===== config.mk =====
export PLATFORM = sky130hd
export DESIGN_NAME = slice_field_reader_flat
export DESIGN_NICKNAME = d
export VERILOG_FILES = /design/src/rtl/slice_pkg.sv /design/src/rtl/slice_field_reader_if.sv /design/src/rtl/slice_sign_ext.sv /design/src/rtl/slice_field_reader.sv /design/src/flat_wrapper.sv
export SDC_FILE = /design/constraint.sdc
export NUM_CORES = 1
export LEC_CHECK = 0
export BUFFER_PORTS_ARGS = -buffer_cell sky130_fd_sc_hd__clkbuf_2
export CORE_MARGIN = 8
export CORE_UTILIZATION = 45
export CTS_BUF_LIST = sky130_fd_sc_hd__clkbuf_8
export DETAILED_ROUTE_END_ITERATION = 7
export GPL_TIMING_DRIVEN = 0
export PLACE_DENSITY_LB_ADDON = 0.1
export SYNTH_ARGS = -nofsm -noshare
export SYNTH_HDL_FRONTEND = slang
export SYNTH_SLANG_ARGS = --single-unit

===== constraint.sdc =====
create_clock -name clock_0 -period 8 [get_ports clock_0]
set_clock_uncertainty 0.1 [all_clocks]
set_input_delay 1.6 -clock clock_0 [delete_from_list [all_inputs] [get_ports clock_0]]
set_output_delay 1.6 -clock clock_0 [all_outputs]
set_load 0.03 [all_outputs]

===== src/rtl/slice_pkg.sv =====
// Shared types, defaults and the request legality rule for the slice reader.
package slice_pkg;

    typedef enum logic [1:0] {
        IDLE    = 2'd0,
        EXTRACT = 2'd1,
        RESP    = 2'd2
    } state_e;

    localparam int WORD_W_DEF = 32;
    localparam int OUT_W_DEF  = 8;

    // sum is lsb+len taken at full width, so an overflowing field can never
    // alias back into range.
    function automatic logic req_legal(input int sum, input int len,
                                       input int word_w, input int out_w);
        return (len >= 1) && (len <= out_w) && (sum <= word_w);
    endfunction

endpackage


===== src/rtl/slice_field_reader_if.sv =====
// Request/response bundle between a requester and the slice reader.
interface slice_field_reader_if
    import slice_pkg::*;
#(
    parameter int WORD_W = WORD_W_DEF,
    parameter int OUT_W  = OUT_W_DEF,
    parameter int IDX_W  = $clog2(WORD_W)
);
    logic [WORD_W-1:0] src_word;
    logic              req_valid;
    logic              req_ready;
    logic [IDX_W-1:0]  req_lsb;
    logic [IDX_W:0]    req_len;
    logic              req_signed;
    logic              rsp_valid;
    logic              rsp_ready;
    logic [OUT_W-1:0]  rsp_data;
    logic              rsp_err;

    modport master (
        output src_word, req_valid, req_lsb, req_len, req_signed, rsp_ready,
        input  req_ready, rsp_valid, rsp_data, rsp_err
    );

    modport slave (
        input  src_word, req_valid, req_lsb, req_len, req_signed, rsp_ready,
        output req_ready, rsp_valid, rsp_data, rsp_err
    );
endinterface


===== src/rtl/slice_sign_ext.sv =====
// Pads an extracted field of len bits to OUT_W with its sign bit or zeros.
module slice_sign_ext
    import slice_pkg::*;
#(
    parameter int OUT_W = OUT_W_DEF,
    parameter int LEN_W = 6
) (
    input  logic [OUT_W-1:0] res,
    input  logic [LEN_W-1:0] len,
    input  logic             sgn,
    output logic [OUT_W-1:0] data
);
    logic fill;

    // Fill bit is bit len-1 when signed; out-of-range len yields zero fill.
    always_comb begin
        fill = 1'b0;
        data = '0;
        for (int i = 0; i < OUT_W; i++) begin
            if (sgn && (LEN_W'(i + 1) == len)) fill = res[i];
        end
        for (int i = 0; i < OUT_W; i++) begin
            data[i] = (LEN_W'(i) < len) ? res[i] : fill;
        end
    end
endmodule


===== src/rtl/slice_field_reader.sv =====
// Snapshots a word on request accept, extracts field (lsb,len) one bit per
// cycle, then holds the (optionally sign-extended) result until taken.
module slice_field_reader
    import slice_pkg::*;
#(
    parameter int WORD_W = WORD_W_DEF,
    parameter int OUT_W  = OUT_W_DEF,
    parameter int IDX_W  = $clog2(WORD_W)
) (
    input logic                clock_0,
    input logic                clock_2,
    slice_field_reader_if.slave bus
);
    localparam int LEN_W = IDX_W + 1;
    localparam int SUM_W = IDX_W + 2;
    localparam int K_W   = $clog2(OUT_W);

    state_e            state_q, state_d;
    logic [WORD_W-1:0] snap_q, snap_d;
    logic [IDX_W-1:0]  lsb_q, lsb_d;
    logic [LEN_W-1:0]  len_q, len_d;
    logic              sgn_q, sgn_d;
    logic              err_q, err_d;
    logic [LEN_W-1:0]  k_q, k_d;
    logic [OUT_W-1:0]  res_q, res_d;

    logic [SUM_W-1:0]  req_sum;
    logic              legal;
    logic [IDX_W-1:0]  rd_idx;
    logic [OUT_W-1:0]  ext_data;

    // Legality uses the unwrapped lsb+len so fields past the top are caught.
    always_comb begin
        req_sum = SUM_W'(bus.req_lsb) + SUM_W'(bus.req_len);
        legal   = req_legal(int'(req_sum), int'(bus.req_len), WORD_W, OUT_W);
        // Legal fields never run past the word, so lsb+k fits the index.
        rd_idx  = lsb_q + IDX_W'(k_q);
    end

    // Next-state and datapath updates for the accept/extract/respond cycle.
    always_comb begin
        state_d = state_q;
        snap_d  = snap_q;
        lsb_d   = lsb_q;
        len_d   = len_q;
        sgn_d   = sgn_q;
        err_d   = err_q;
        k_d     = k_q;
        res_d   = res_q;
        case (state_q)
            IDLE: begin
                if (bus.req_valid) begin
                    snap_d  = bus.src_word;
                    lsb_d   = bus.req_lsb;
                    len_d   = bus.req_len;
                    sgn_d   = bus.req_signed;
                    k_d     = '0;
                    res_d   = '0;
                    err_d   = !legal;
                    state_d = legal ? EXTRACT : RESP;
                end
            end
            EXTRACT: begin
                res_d[k_q[K_W-1:0]] = snap_q[rd_idx];
                k_d = k_q + LEN_W'(1);
                if (k_q == len_q - LEN_W'(1)) state_d = RESP;
            end
            RESP: begin
                if (bus.rsp_ready) begin
                    state_d = IDLE;
                    err_d   = 1'b0;
                    res_d   = '0;
                end
            end
            default: state_d = IDLE;
        endcase
    end

    // State and capture registers; reset abandons any operation in flight.
    always_ff @(posedge clock_0 or posedge clock_2) begin
        if (clock_2) begin
            state_q <= IDLE;
            snap_q  <= '0;
            lsb_q   <= '0;
            len_q   <= '0;
            sgn_q   <= 1'b0;
            err_q   <= 1'b0;
            k_q     <= '0;
            res_q   <= '0;
        end else begin
            state_q <= state_d;
            snap_q  <= snap_d;
            lsb_q   <= lsb_d;
            len_q   <= len_d;
            sgn_q   <= sgn_d;
            err_q   <= err_d;
            k_q     <= k_d;
            res_q   <= res_d;
        end
    end

    slice_sign_ext #(
        .OUT_W (OUT_W),
        .LEN_W (LEN_W)
    ) u_ext (
        .res  (res_q),
        .len  (len_q),
        .sgn  (sgn_q),
        .data (ext_data)
    );

    // Outputs decode from state so reset clears them without a clock edge.
    always_comb begin
        bus.req_ready = (state_q == IDLE);
        bus.rsp_valid = (state_q == RESP);
        bus.rsp_err   = bus.rsp_valid && err_q;
        bus.rsp_data  = (bus.rsp_valid && !err_q) ? ext_data : '0;
    end
endmodule


===== src/flat_wrapper.sv =====
// flat-port wrapper written by rule: the top's interface ports become plain ports
module slice_field_reader_flat import slice_pkg::*;
#(
    parameter int WORD_W = WORD_W_DEF,
    parameter int OUT_W  = OUT_W_DEF,
    parameter int IDX_W  = $clog2(WORD_W)
)
  (clock_0, clock_2, bus_src_word, bus_req_valid, bus_req_lsb, bus_req_len, bus_req_signed, bus_rsp_ready, bus_req_ready, bus_rsp_valid, bus_rsp_data, bus_rsp_err);
  slice_field_reader_if #(.WORD_W(WORD_W), .OUT_W(OUT_W), .IDX_W(IDX_W)) bus_i ();
  input logic clock_0;
  input logic clock_2;
  input wire logic [$bits(bus_i.src_word)-1:0] bus_src_word;
  input wire logic [$bits(bus_i.req_valid)-1:0] bus_req_valid;
  input wire logic [$bits(bus_i.req_lsb)-1:0] bus_req_lsb;
  input wire logic [$bits(bus_i.req_len)-1:0] bus_req_len;
  input wire logic [$bits(bus_i.req_signed)-1:0] bus_req_signed;
  input wire logic [$bits(bus_i.rsp_ready)-1:0] bus_rsp_ready;
  output wire logic [$bits(bus_i.req_ready)-1:0] bus_req_ready;
  output wire logic [$bits(bus_i.rsp_valid)-1:0] bus_rsp_valid;
  output wire logic [$bits(bus_i.rsp_data)-1:0] bus_rsp_data;
  output wire logic [$bits(bus_i.rsp_err)-1:0] bus_rsp_err;
  assign bus_i.src_word = bus_src_word;
  assign bus_i.req_valid = bus_req_valid;
  assign bus_i.req_lsb = bus_req_lsb;
  assign bus_i.req_len = bus_req_len;
  assign bus_i.req_signed = bus_req_signed;
  assign bus_i.rsp_ready = bus_rsp_ready;
  assign bus_req_ready = bus_i.req_ready;
  assign bus_rsp_valid = bus_i.rsp_valid;
  assign bus_rsp_data = bus_i.rsp_data;
  assign bus_rsp_err = bus_i.rsp_err;
  slice_field_reader #(.WORD_W(WORD_W), .OUT_W(OUT_W), .IDX_W(IDX_W)) u_core (.clock_0(clock_0), .clock_2(clock_2), .bus(bus_i));
endmodule

==> out/results.tsv <==
metric	value	unit
run status	finished, final reports clean	
hold path cells	2	
dpl hpwl	6565	um
Worst path max stage delay	0.55	ns
Gate Count Post-Synth	399	
syn_area_per_cell	8.915	sq um
Core Area	0.007687	sq mm
Worst R2R Setup Slack	4.60	ns
Bufs and invs on worst path	2	
largest net degree at the start of global routing	33	
number of global-route vias before repair	3073	
critical path's top delay family	compound AO/OA/AOI/OAI gates	
DRC	0	
Synth area leader	dfrtp_1	
routed via count	2991	
Worst slew margin	37.74	%
WHS Endpoint	u_core.snap_q[7]	
ranking of synthesized cells by area	dfrtp_1, nand2_1, ha_1, mux4_2, a22o_1	
Post-layout nets	535	
leak pwr	2.115	nW
GRT Util Overall	16.45	%
H-tree Lvls	3	
IO Port Bufs	58	
final wirelength	8640	um
Crit path arrival time	2.83	ns
Worst R2R Path Depth	8	
area growth from synthesis to layout	17.55	%
Critical Path RT	6.30	ns
WP depth	9	
Die W	104.9	um
Final period util	56.59	%
num rows	32	
I/O Pins	59	
dominant synthesized flop cell	dfrtp_1	
peak supply drop	0.0001510	V
Die Ht	104.9	um
Reg2Reg Launch Point	u_core.k_q[0]	
CTS tree	yes	
clk_lat worst skew	0.34	ns
initial drt markers	73	
CP max stage cell	dfrtp_1	
Filler Cells Inserted	781	
Ys Warns	0	
Yosys reg bits	61	
# setup viols final	0	
CP startpoint kind	register	
hold crit path type	reg2reg	
die area	0.01101	sq mm
final setup TNS	0	ns
first-pass GRT wire length	14800	um
Max-Cap Viols	0	
initial antenna violation count	0	
clock sink count	61	
Worst-path clk slew	0.06	ns
post-CTS sizing	0	
CTS max path bufs	2	
GPL Wtd Cong	0.8790	
multi-input logic area	0.001937	sq mm
most frequent cells in the layout	nand2_1, dfrtp_1, clkbuf_2	
n_diodes	0	
Synth Cell Area	0.003557	sq mm
Fmax	0.2209	GHz
postcts setup bufs	0	
Post-synth ARST share	100.0	%
CTS Hold Bufs	0	
post-layout min period	4.527	ns
worst r2r dst	u_core.res_q[2]	
Final Hold Viols	0	
total CTS buffers	9	
EDFF count, synth	0	
RSZ-0062 raised after global routing	no	
Netlist cell types	43	
commonest non-fill, non-tap cell in the layout	nand2_1	
largest fanout on the critical path	10	
hold_sp	u_core.snap_q[7]	
Seq/Total Area, Yosys	42.91	%
post-DR wirelength/cell	15.08	um
vias per cell	5.220	
grt ovf	0	
Yosys top cell area share	42.91	%
Final Max Slew Viols	0	
Setup CP Type	reg2out	
Reg area	0.001526	sq mm
pwr/cell area	302.2	mW/mm^2
pre-CTS setup slack	3.826	ns
CTS Root Cell	clkbuf_8	
Starting Density	46.27	%
CP Capture Type	output port	
final worst slack	3.473	ns
worst-margin pin slew	0.9254	ns
critical path cell sequence	inv_1 > ha_1 > nand3b_1 > a21oi_1 > a211oi_1 > nor4_1 > a31oi_1 > a311oi_1 > clkbuf_2	
Final ANT Viol Nets	0	
drt pass-1 iters	4	
Post-Synthesis Net Count	465	
share of cells above drive strength 1	17.83	%
## cells in the mapped netlist, types with 2 or more instances
master and count:
a2111oi_1 2, a211oi_1 9, a21o_1 6, a21oi_1 13, a22o_1 12, a32o_1 4
and2_1 2, and3_1 2, buf_1 3, clkbuf_1 15, dfrtp_1 61, fa_1 2
ha_1 16, inv_1 4, mux2i_1 3, mux4_2 8, nand2_1 140, nand2b_1 2
nand3_1 6, nand3b_1 2, nor2_1 25, nor2b_1 11, nor3_1 8, nor4_1 2
o21ai_0 7, xnor2_1 10, xor2_1 8
## per-layer routing
metal  global-route usage, %  vias up  part of all wire, %
met1                   20.20     1405                   47
li1                        -     1507                    -
met4                   5.403        0                  1.6
met2                   27.19       65                   47
met3                   4.668       14                  4.5
met5                       0        -                    0
## tightest hold or removal path: stages, from the launching register on
cell and delay [ns]:
dfrtp_1 0.34, nand2_1 0.05, nand2_1 0.05
## sequential cells by signal, indices dropped and copies added (netlist names)
register / cells
u_core.k_q: 6
u_core.sgn_q: 1
u_core.lsb_q: 5
u_core.res_q: 8
u_core.snap_q: 32
u_core.state_q: 2
u_core.len_q: 6
u_core.err_q: 1
## area by class of cell
class	count	area share, %
repair buffers	59	7.421
well taps	102	3.052
flip-flops and latches	61	36.50
clock inverters	2	0.8378
plain buffers	19	1.885
multi-input cells	315	46.32
inverters	4	0.3591
clock buffers	11	3.621
## kinds of logic after synthesis
kind of cell / Yosys count / synth area share [%]
AOI/OAI and AO/OA: 63 / 12.84
xor gates and xnor gates: 18 / 4.432
adders and majority gates: 18 / 6.753
buffers and inverters: 23 / 2.638
DFF: 61 / 42.91
muxes: 12 / 6.226
and+or+nand+nor: 204 / 24.20
## worst max path at each step
stage | endpoint | startpoint
2_1_floorplan | bus_rsp_data[0] | u_core.len_q[0]
3_3_place_gp | bus_rsp_data[0] | u_core.len_q[0]
3_5_place_dp | bus_rsp_data[0] | u_core.len_q[0]
4_1_cts | bus_rsp_data[0] | u_core.len_q[0]
5_1_grt | bus_rsp_data[0] | u_core.len_q[0]
6_report | bus_rsp_data[0] | u_core.len_q[0]
## stage by stage
step           utilization (%)  power, mW  instances  instance area, sq um  hold WS, ns
2_1_floorplan                -     0.8653        399                  3557       0.3403
3_3_place_gp             51.71     0.9916        559                  3975       0.3554
3_5_place_dp             51.97      1.002        560                  3995       0.3607
4_1_cts                  54.39      1.276        573                  4182       0.3770
5_1_grt                  54.39      1.359        573                  4182       0.3988
6_report                 54.39      1.264        573                  4182       0.3732
## power breakdown
| part | leakage [nW] | switching [mW] | internal, mW | total, mW |
|---|---|---|---|---|
| Sequential | 0.776 | 0.0736 | 0.399 | 0.472 |
| Clock | 0.0971 | 0.114 | 0.155 | 0.270 |
| Combinational | 1.24 | 0.293 | 0.229 | 0.521 |
| Total | 2.12 | 0.481 | 0.783 | 1.26 |
(Power assumes the default switching activity.)
